`config.mk`:
```
export PLATFORM = sky130hd
export DESIGN_NAME = approx_mult_pipe
export DESIGN_NICKNAME = d
export VERILOG_FILES = /design/src/rtl/approx_mult_pkg.sv /design/src/rtl/approx_mult_pipe_pp_reduce.sv /design/src/rtl/approx_mult_pipe.sv
export SDC_FILE = /design/constraint.sdc
export NUM_CORES = 1
export LEC_CHECK = 0
export BUFFER_PORTS_ARGS = -buffer_cell sky130_fd_sc_hd__buf_2
export CORE_MARGIN = 10
export CORE_UTILIZATION = 30
export DETAILED_ROUTE_END_ITERATION = 16
export PLACE_DENSITY = 0.44
export SLEW_MARGIN = 5
export SYNTH_ARGS = -nofsm -noshare
export SYNTH_HDL_FRONTEND = slang
export SYNTH_HIERARCHICAL = 1
export SYNTH_SLANG_ARGS = --single-unit
```
`constraint.sdc`:
```
create_clock -name clk -period 10.35 [get_ports clk]
set_clock_uncertainty 0.05 [all_clocks]
set_input_delay 3.105 -clock clk [delete_from_list [all_inputs] [get_ports clk]]
set_output_delay 3.105 -clock clk [all_outputs]
set_load 0.03 [all_outputs]
```
`src/rtl/approx_mult_pkg.sv`:
```
// Shared constants and the bit-level reference for the approximate multiplier.
//   MAX_WIDTH / MAX_STAGES : legal parameter limits for approx_mult_pipe
//   approx_ref()           : H|L product (high columns summed, low columns OR-ed)
package approx_mult_pkg;

    localparam int unsigned MAX_WIDTH  = 32;
    localparam int unsigned MAX_STAGES = 4;
    localparam int unsigned MAX_PW     = 2 * MAX_WIDTH;

    // Columns >= cols are summed with full carry; columns < cols are OR-reduced
    // and never carry into column cols. cols = 0 yields the exact product.
    function automatic logic [MAX_PW-1:0] approx_ref(input logic [MAX_WIDTH-1:0] a,
                                                     input logic [MAX_WIDTH-1:0] b,
                                                     input int unsigned          cols);
        logic [MAX_PW-1:0] hi;
        logic [MAX_PW-1:0] lo;
        hi = '0;
        lo = '0;
        for (int unsigned i = 0; i < MAX_WIDTH; i++) begin
            for (int unsigned k = 0; k < MAX_WIDTH; k++) begin
                if (a[i] && b[k]) begin
                    if (i + k >= cols) hi = hi + (MAX_PW'(1) << (i + k));
                    else               lo = lo | (MAX_PW'(1) << (i + k));
                end
            end
        end
        return hi | lo;
    endfunction

endpackage

```
`src/rtl/approx_mult_pipe_pp_reduce.sv`:
```
// Combinational reduction of the WIDTH x WIDTH partial-product matrix.
//   a_i, b_i   : unsigned operands
//   approx_i   : 1 = low APPROX_COLS columns leave the adder tree
//   sum_o      : carry-save sum vector   (product = sum_o + carry_o | or_o)
//   carry_o    : carry-save carry vector
//   or_o       : per-column OR of the low columns, zero in exact mode
module pp_reduce
    import approx_mult_pkg::*;
#(
    parameter int unsigned WIDTH       = 16,
    parameter int unsigned APPROX_COLS = 8
) (
    input  logic [WIDTH-1:0]   a_i,
    input  logic [WIDTH-1:0]   b_i,
    input  logic               approx_i,
    output logic [2*WIDTH-1:0] sum_o,
    output logic [2*WIDTH-1:0] carry_o,
    output logic [2*WIDTH-1:0] or_o
);

    localparam int unsigned PW = 2 * WIDTH;
    // Columns that stay in the adder tree in approximate mode.
    localparam logic [PW-1:0] HIGH_MASK = ~((PW'(1) << APPROX_COLS) - PW'(1));

    logic [PW-1:0] row;
    logic [PW-1:0] keep;
    logic [PW-1:0] s;
    logic [PW-1:0] c;
    logic [PW-1:0] s_n;
    logic [PW-1:0] c_n;
    logic [PW-1:0] lo;

    // Carry-save array: each partial-product row is folded into (s, c) by a
    // row of full adders. Masked low columns are all-zero, so no carry can be
    // born below APPROX_COLS; carries past the top bit are zero for a valid
    // product and are dropped.
    always_comb begin
        row  = '0;
        s    = '0;
        c    = '0;
        s_n  = '0;
        c_n  = '0;
        lo   = '0;
        keep = approx_i ? HIGH_MASK : '1;
        for (int unsigned k = 0; k < WIDTH; k++) begin
            row = b_i[k] ? (PW'(a_i) << k) : '0;
            lo  = lo | row;
            row = row & keep;
            s_n = s ^ c ^ row;
            c_n = ((s & c) | (s & row) | (c & row)) << 1;
            s   = s_n;
            c   = c_n;
        end
        sum_o   = s;
        carry_o = c;
        or_o    = approx_i ? (lo & ~HIGH_MASK) : '0;
    end

endmodule

```
`src/rtl/approx_mult_pipe.sv`:
```
// Pipelined unsigned multiplier with per-transaction exact/approximate mode.
//   clk, rst             : clock, synchronous active-high reset
//   in_valid/in_ready    : operand handshake (in_ready = pipeline can advance)
//   in_a, in_b           : unsigned operands
//   in_approx            : 1 = approximate product for this transaction
//   out_valid/out_ready  : product handshake, held stable under backpressure
//   out_p, out_approx    : product and the mode tag that travelled with it
//   cnt_clr, approx_cnt  : saturating count of accepted approximate operations
// Stage 1 holds the carry-save vectors, stage 2 the resolved product, and
// further stages just delay it; with PIPE_STAGES = 1 the whole product is
// resolved before the single register.
module approx_mult_pipe
    import approx_mult_pkg::*;
#(
    parameter int unsigned WIDTH       = 16,
    parameter int unsigned APPROX_COLS = 8,
    parameter int unsigned PIPE_STAGES = 3,
    parameter int unsigned CNT_W       = 16
) (
    input  logic               clk,
    input  logic               rst,
    input  logic               in_valid,
    output logic               in_ready,
    input  logic [WIDTH-1:0]   in_a,
    input  logic [WIDTH-1:0]   in_b,
    input  logic               in_approx,
    output logic               out_valid,
    input  logic               out_ready,
    output logic [2*WIDTH-1:0] out_p,
    output logic               out_approx,
    input  logic               cnt_clr,
    output logic [CNT_W-1:0]   approx_cnt
);

    localparam int unsigned PW = 2 * WIDTH;

    if (WIDTH < 4 || WIDTH > MAX_WIDTH || APPROX_COLS > 2 * WIDTH - 1 ||
        PIPE_STAGES == 0 || PIPE_STAGES > MAX_STAGES) begin : g_param_err
        $error("approx_mult_pipe: illegal WIDTH/APPROX_COLS/PIPE_STAGES");
    end

    logic                   advance_c;
    logic                   accept_c;
    logic [PIPE_STAGES-1:0] vld_q, vld_d;
    logic [PIPE_STAGES-1:0] apx_q, apx_d;
    logic [CNT_W-1:0]       cnt_q, cnt_d;
    logic [PW-1:0]          red_sum, red_carry, red_or;
    logic [PW-1:0]          prod_out;

    pp_reduce #(
        .WIDTH       (WIDTH),
        .APPROX_COLS (APPROX_COLS)
    ) u_pp_reduce (
        .a_i      (in_a),
        .b_i      (in_b),
        .approx_i (in_approx),
        .sum_o    (red_sum),
        .carry_o  (red_carry),
        .or_o     (red_or)
    );

    // Whole pipeline moves as one; it can move whenever the output slot frees.
    assign advance_c = out_ready | ~vld_q[PIPE_STAGES-1];
    assign accept_c  = in_valid & advance_c;

    // Next state for valid/mode shift chain and the approximate-op counter.
    always_comb begin
        vld_d = vld_q;
        apx_d = apx_q;
        cnt_d = cnt_q;
        if (advance_c) begin
            vld_d[0] = in_valid;
            apx_d[0] = in_approx;
            for (int unsigned i = 1; i < PIPE_STAGES; i++) begin
                vld_d[i] = vld_q[i-1];
                apx_d[i] = apx_q[i-1];
            end
        end
        // Clear takes priority over a coincident increment.
        if (cnt_clr) begin
            cnt_d = '0;
        end else if (accept_c && in_approx && cnt_q != {CNT_W{1'b1}}) begin
            cnt_d = cnt_q + CNT_W'(1);
        end
    end

    // Control state registers.
    always_ff @(posedge clk) begin
        if (rst) begin
            vld_q <= '0;
            apx_q <= '0;
            cnt_q <= '0;
        end else begin
            vld_q <= vld_d;
            apx_q <= apx_d;
            cnt_q <= cnt_d;
        end
    end

    if (PIPE_STAGES == 1) begin : g_single
        logic [PW-1:0] prod_q;

        // Resolve the carry-save vectors before the only register.
        always_ff @(posedge clk) begin
            if (rst)            prod_q <= '0;
            else if (advance_c) prod_q <= (red_sum + red_carry) | red_or;
        end
        assign prod_out = prod_q;
    end else begin : g_split
        logic [PW-1:0] sum_q, carry_q, or_q;
        logic [PW-1:0] prod_q [PIPE_STAGES-1];

        // Stage 1 keeps carry-save form; stage 2 does the final add.
        always_ff @(posedge clk) begin
            if (rst) begin
                sum_q   <= '0;
                carry_q <= '0;
                or_q    <= '0;
                for (int unsigned i = 0; i < PIPE_STAGES - 1; i++) prod_q[i] <= '0;
            end else if (advance_c) begin
                sum_q     <= red_sum;
                carry_q   <= red_carry;
                or_q      <= red_or;
                prod_q[0] <= (sum_q + carry_q) | or_q;
                for (int unsigned i = 1; i < PIPE_STAGES - 1; i++) prod_q[i] <= prod_q[i-1];
            end
        end
        assign prod_out = prod_q[PIPE_STAGES-2];
    end

    assign in_ready   = advance_c;
    assign out_valid  = vld_q[PIPE_STAGES-1];
    assign out_approx = apx_q[PIPE_STAGES-1];
    assign out_p      = prod_out;
    assign approx_cnt = cnt_q;

    // The reduction tree must agree with the bit-level reference on accept.
    always @(posedge clk) begin
        if (!rst && accept_c) begin
            assert (((red_sum + red_carry) | red_or) ==
                    (in_approx ? PW'(approx_ref(MAX_WIDTH'(in_a), MAX_WIDTH'(in_b), APPROX_COLS))
                               : PW'(in_a) * PW'(in_b)));
        end
    end

endmodule

```
==> impl_metrics.env <==
export IMPL_outcome="finished, final reports clean"
export IMPL_timing_critical_path_slowest_cell_delay_ns=0.54
export IMPL_cts_sink_count=182
export IMPL_synth_edf_count=64
export IMPL_fp_dieH_um=246
export IMPL_critical_path_top_delay_family="adder cells"
export IMPL_grt_pass1_wl_um=57800
export IMPL_yosys_warnings=6
export IMPL_boundaryPins=89
export IMPL_placedInstanceArea_sq_um=16200
export IMPL_grt_antenna_before_repair=1
export IMPL_antenna_left=0
export IMPL_global_route_overflow_total=0
export IMPL_postSynthCellCount=1659
export IMPL_worstPathBufferInverterCount=5
export IMPL_die_w_um=246
export IMPL_most_frequent_cells_in_the_layout="378 x sky130_fd_sc_hd__nand2_1, 205 x sky130_fd_sc_hd__fa_1, 140 x sky130_fd_sc_hd__and2_1, 138 x sky130_fd_sc_hd__a21oi_1, 121 x sky130_fd_sc_hd__inv_1"
export IMPL_synthesis_area_per_instance_sq_um=9.23
export IMPL_cts_tree="done"
export IMPL_layout_cell_area_non_filler_sq_um=16800
export IMPL_startpoint_type="primary input"
export IMPL_max_clock_path_buffers=2
export IMPL_post_cts_repair_setup_buffers=0
export IMPL_fp_dieArea_sq_um=60500
export IMPL_critPathArrivalTime_ns=10.66
export IMPL_synth_top_cells_by_area="sky130_fd_sc_hd__fa_1 28%, sky130_fd_sc_hd__dfxtp_1 15%, sky130_fd_sc_hd__edfxtp_1 13%"
export IMPL_dr_total_vias=10800
export IMPL_max_slew_worst_pin_slew_ns=1.02
export IMPL_avgViaCountPerCell=4.54
export IMPL_reg2reg_depth=9
export IMPL_ctsHoldBuffers=0
export IMPL_cts_repair_resized=0
export IMPL_grt_max_degree=74
export IMPL_worst_path_stages=23
export IMPL_numPlacedInstances=2336
export IMPL_min_period_over_period=0.998
export IMPL_synth_cell_type_count=62
export IMPL_wl_per_cell_um=14.3
export IMPL_path_cells="buf_4 > and2_1 > ha_4 > inv_2 > fa_1 > inv_1 > fa_1 > fa_1 > fa_1 > fa_1 > fa_1 > fa_1 > fa_1 > fa_1 > fa_1 > fa_1 > inv_1 > fa_2 > inv_1 > fa_2 > fa_2 > nand2_1 > a21oi_1"
export IMPL_dp_hpwl_um=26700
export IMPL_drc=0
export IMPL_drive_above_1_share=0.110
export IMPL_slew_headroom=0.318
export IMPL_layout_cells_most_common="sky130_fd_sc_hd__nand2_1"
export IMPL_syn_cell_area_sq_um=15300
export IMPL_antenna_diode_count=0
export IMPL_crit_path_end_kind="flop"
export IMPL_worst_path_max_fanout=6
export IMPL_dominantRegCellSynth="sky130_fd_sc_hd__dfxtp_1"
export IMPL_min_period_ns=10.33
export IMPL_routed_wirelength_um=33800
export IMPL_grt_util_all_layers=0.115
export IMPL_worst_setup_path_type="in -> reg"
export IMPL_place_congestion=0.767
export IMPL_synthDominantCellAreaShare=0.276
export IMPL_worst_r2r_setup_slack_ns=6.73
export IMPL_post_synth_top_area_cell="sky130_fd_sc_hd__fa_1"
export IMPL_clock_tree_htree_level_count=4
export IMPL_flow_area_growth_from_synthesis_pct=9.65
export IMPL_synth_yosys_seq_area_share=0.280
export IMPL_timing_critical_path_mode_cell="sky130_fd_sc_hd__fa_1"
export IMPL_clockRootBuffer="sky130_fd_sc_hd__clkbuf_16"
export IMPL_clk_insertion_delay_late_ns=0.46
export IMPL_min_path_type="reg -> reg"
export IMPL_placement_rows=82
export IMPL_hold_path_depth=2
export IMPL_final_max_slew_violation_count=0
export IMPL_timing_final_hold_violations=0
export IMPL_floorplan_initialDensity=0.305
export IMPL_core_area_sq_um=50300
export IMPL_post_layout_nonfiller_instances=2368
export IMPL_worst_endpoint_required_ns=10.68
export IMPL_met1_usage=0.162
export IMPL_rsz0062_at_grt="true"
export IMPL_critPathSlowestCell="sky130_fd_sc_hd__fa_2"
export IMPL_busiest_layer="met2"
export IMPL_numCtsBuffers=17
export IMPL_worst_setup_hold_path_clk_slew_ns=0.07
export IMPL_async_reset_ff_frac=0
export IMPL_finalNetCount=1979
export IMPL_drt_first_iter_violations=514
export IMPL_finalSetupViolations=0
export IMPL_maxClockFrequency_ghz=0.0968
export IMPL_drtPass1Iterations=8
export IMPL_number_of_global_route_vias_before_repair=11000
export IMPL_grtUsageMet2=0.177
export IMPL_ys_ff_latch=182
export IMPL_gr_usage_met3=0.0206
export IMPL_placement_io_buffers=88
export IMPL_cap_viol_max_count=0
==> metal layers <==
layer	up-vias	share of wire
met2	111	0.46
met4	2	0.012
met1	5367	0.50
met5	-	0.00038
met3	19	0.030
li1	5254	-
==> state kept, by name, summed over array words and instances (netlist names) <==
register	count
g_split.or_q	32
g_split.prod_q	64
approx_cnt	16
g_split.carry_q	32
g_split.sum_q	32
vld_q	3
apx_q	3
==> worst paths after layout <==
kind | from | endpoint
worst min register to register | apx_q[2] | apx_q[2]
worst max register to register | g_split.sum_q[14] | g_split.prod_q[0][29]
worst max-delay path | in_b[0] | g_split.sum_q[15]
worst min-delay path | apx_q[2] | apx_q[2]
==> cell families after synthesis <==
family | Yosys count | synth area share
multiplexers | 2 | 0.00131
AND/OR/NAND/NOR | 645 | 0.195
AO/OA/AOI/OAI | 247 | 0.100
buffers and inverters | 289 | 0.0901
flip-flops | 182 | 0.280
other | 1 | 0.000245
adder cells (fa/ha/maj) | 258 | 0.314
XOR/XNOR | 35 | 0.0200
==> synth_stat cells, drive strengths merged (5+ instances only) <==
| library cell | n |
|---|---|
| or3 | 9 |
| fa | 211 |
| dfxtp | 118 |
| nor2 | 37 |
| ha | 47 |
| buf | 88 |
| clkbuf | 78 |
| a21oi | 139 |
| a31oi | 9 |
| xnor2 | 23 |
| a21o | 11 |
| and3 | 15 |
| nor3 | 14 |
| edfxtp | 64 |
| xor2 | 12 |
| o21a | 26 |
| inv | 123 |
| nor2b | 9 |
| a211oi | 5 |
| nand3 | 18 |
| o21ai | 15 |
| nand4 | 5 |
| a22oi | 10 |
| o21bai | 8 |
| nand2 | 379 |
| and2 | 141 |
==> cell type report <==
| type | instances | area (sq um) |
|---|---|---|
| repair buffers | 130 | 763 |
| multi-input cells | 1229 | 9860 |
| clock buffers | 17 | 425 |
| well taps | 672 | 841 |
| inverters | 123 | 463 |
| clock inverters | 15 | 163 |
| flip-flops and latches | 182 | 4280 |
| fillers | 5353 | 33500 |
==> worst reg2reg max path, stage by stage, from the launching register on <==
cell and delay, ns:
sky130_fd_sc_hd__dfxtp_1 0.33, sky130_fd_sc_hd__ha_1 0.41, sky130_fd_sc_hd__a21oi_1 0.35, sky130_fd_sc_hd__o21ai_0 0.16, sky130_fd_sc_hd__a221oi_1 0.30, sky130_fd_sc_hd__o21ai_1 0.19
sky130_fd_sc_hd__a211oi_2 0.44, sky130_fd_sc_hd__nor4_1 0.13, sky130_fd_sc_hd__o311a_1 0.35, sky130_fd_sc_hd__nor4_1 0.62
==> through the flow <==
step	setup TNS, ns	hold WS (ns)	utilization	setup slack [ns]
after floorplan	-0.538	0.382	-	-0.166
after global placement	-3.28	0.388	0.322	-0.384
after detailed placement	-4.61	0.395	0.322	-0.445
after CTS	0	0.407	0.333	0.0526
after global routing	-0.672	0.423	0.334	-0.202
final	0	0.401	0.334	0.0240
Power is not shown: default switching activity piles up to over one toggle a cycle in this logic, so the estimate is an artifact.
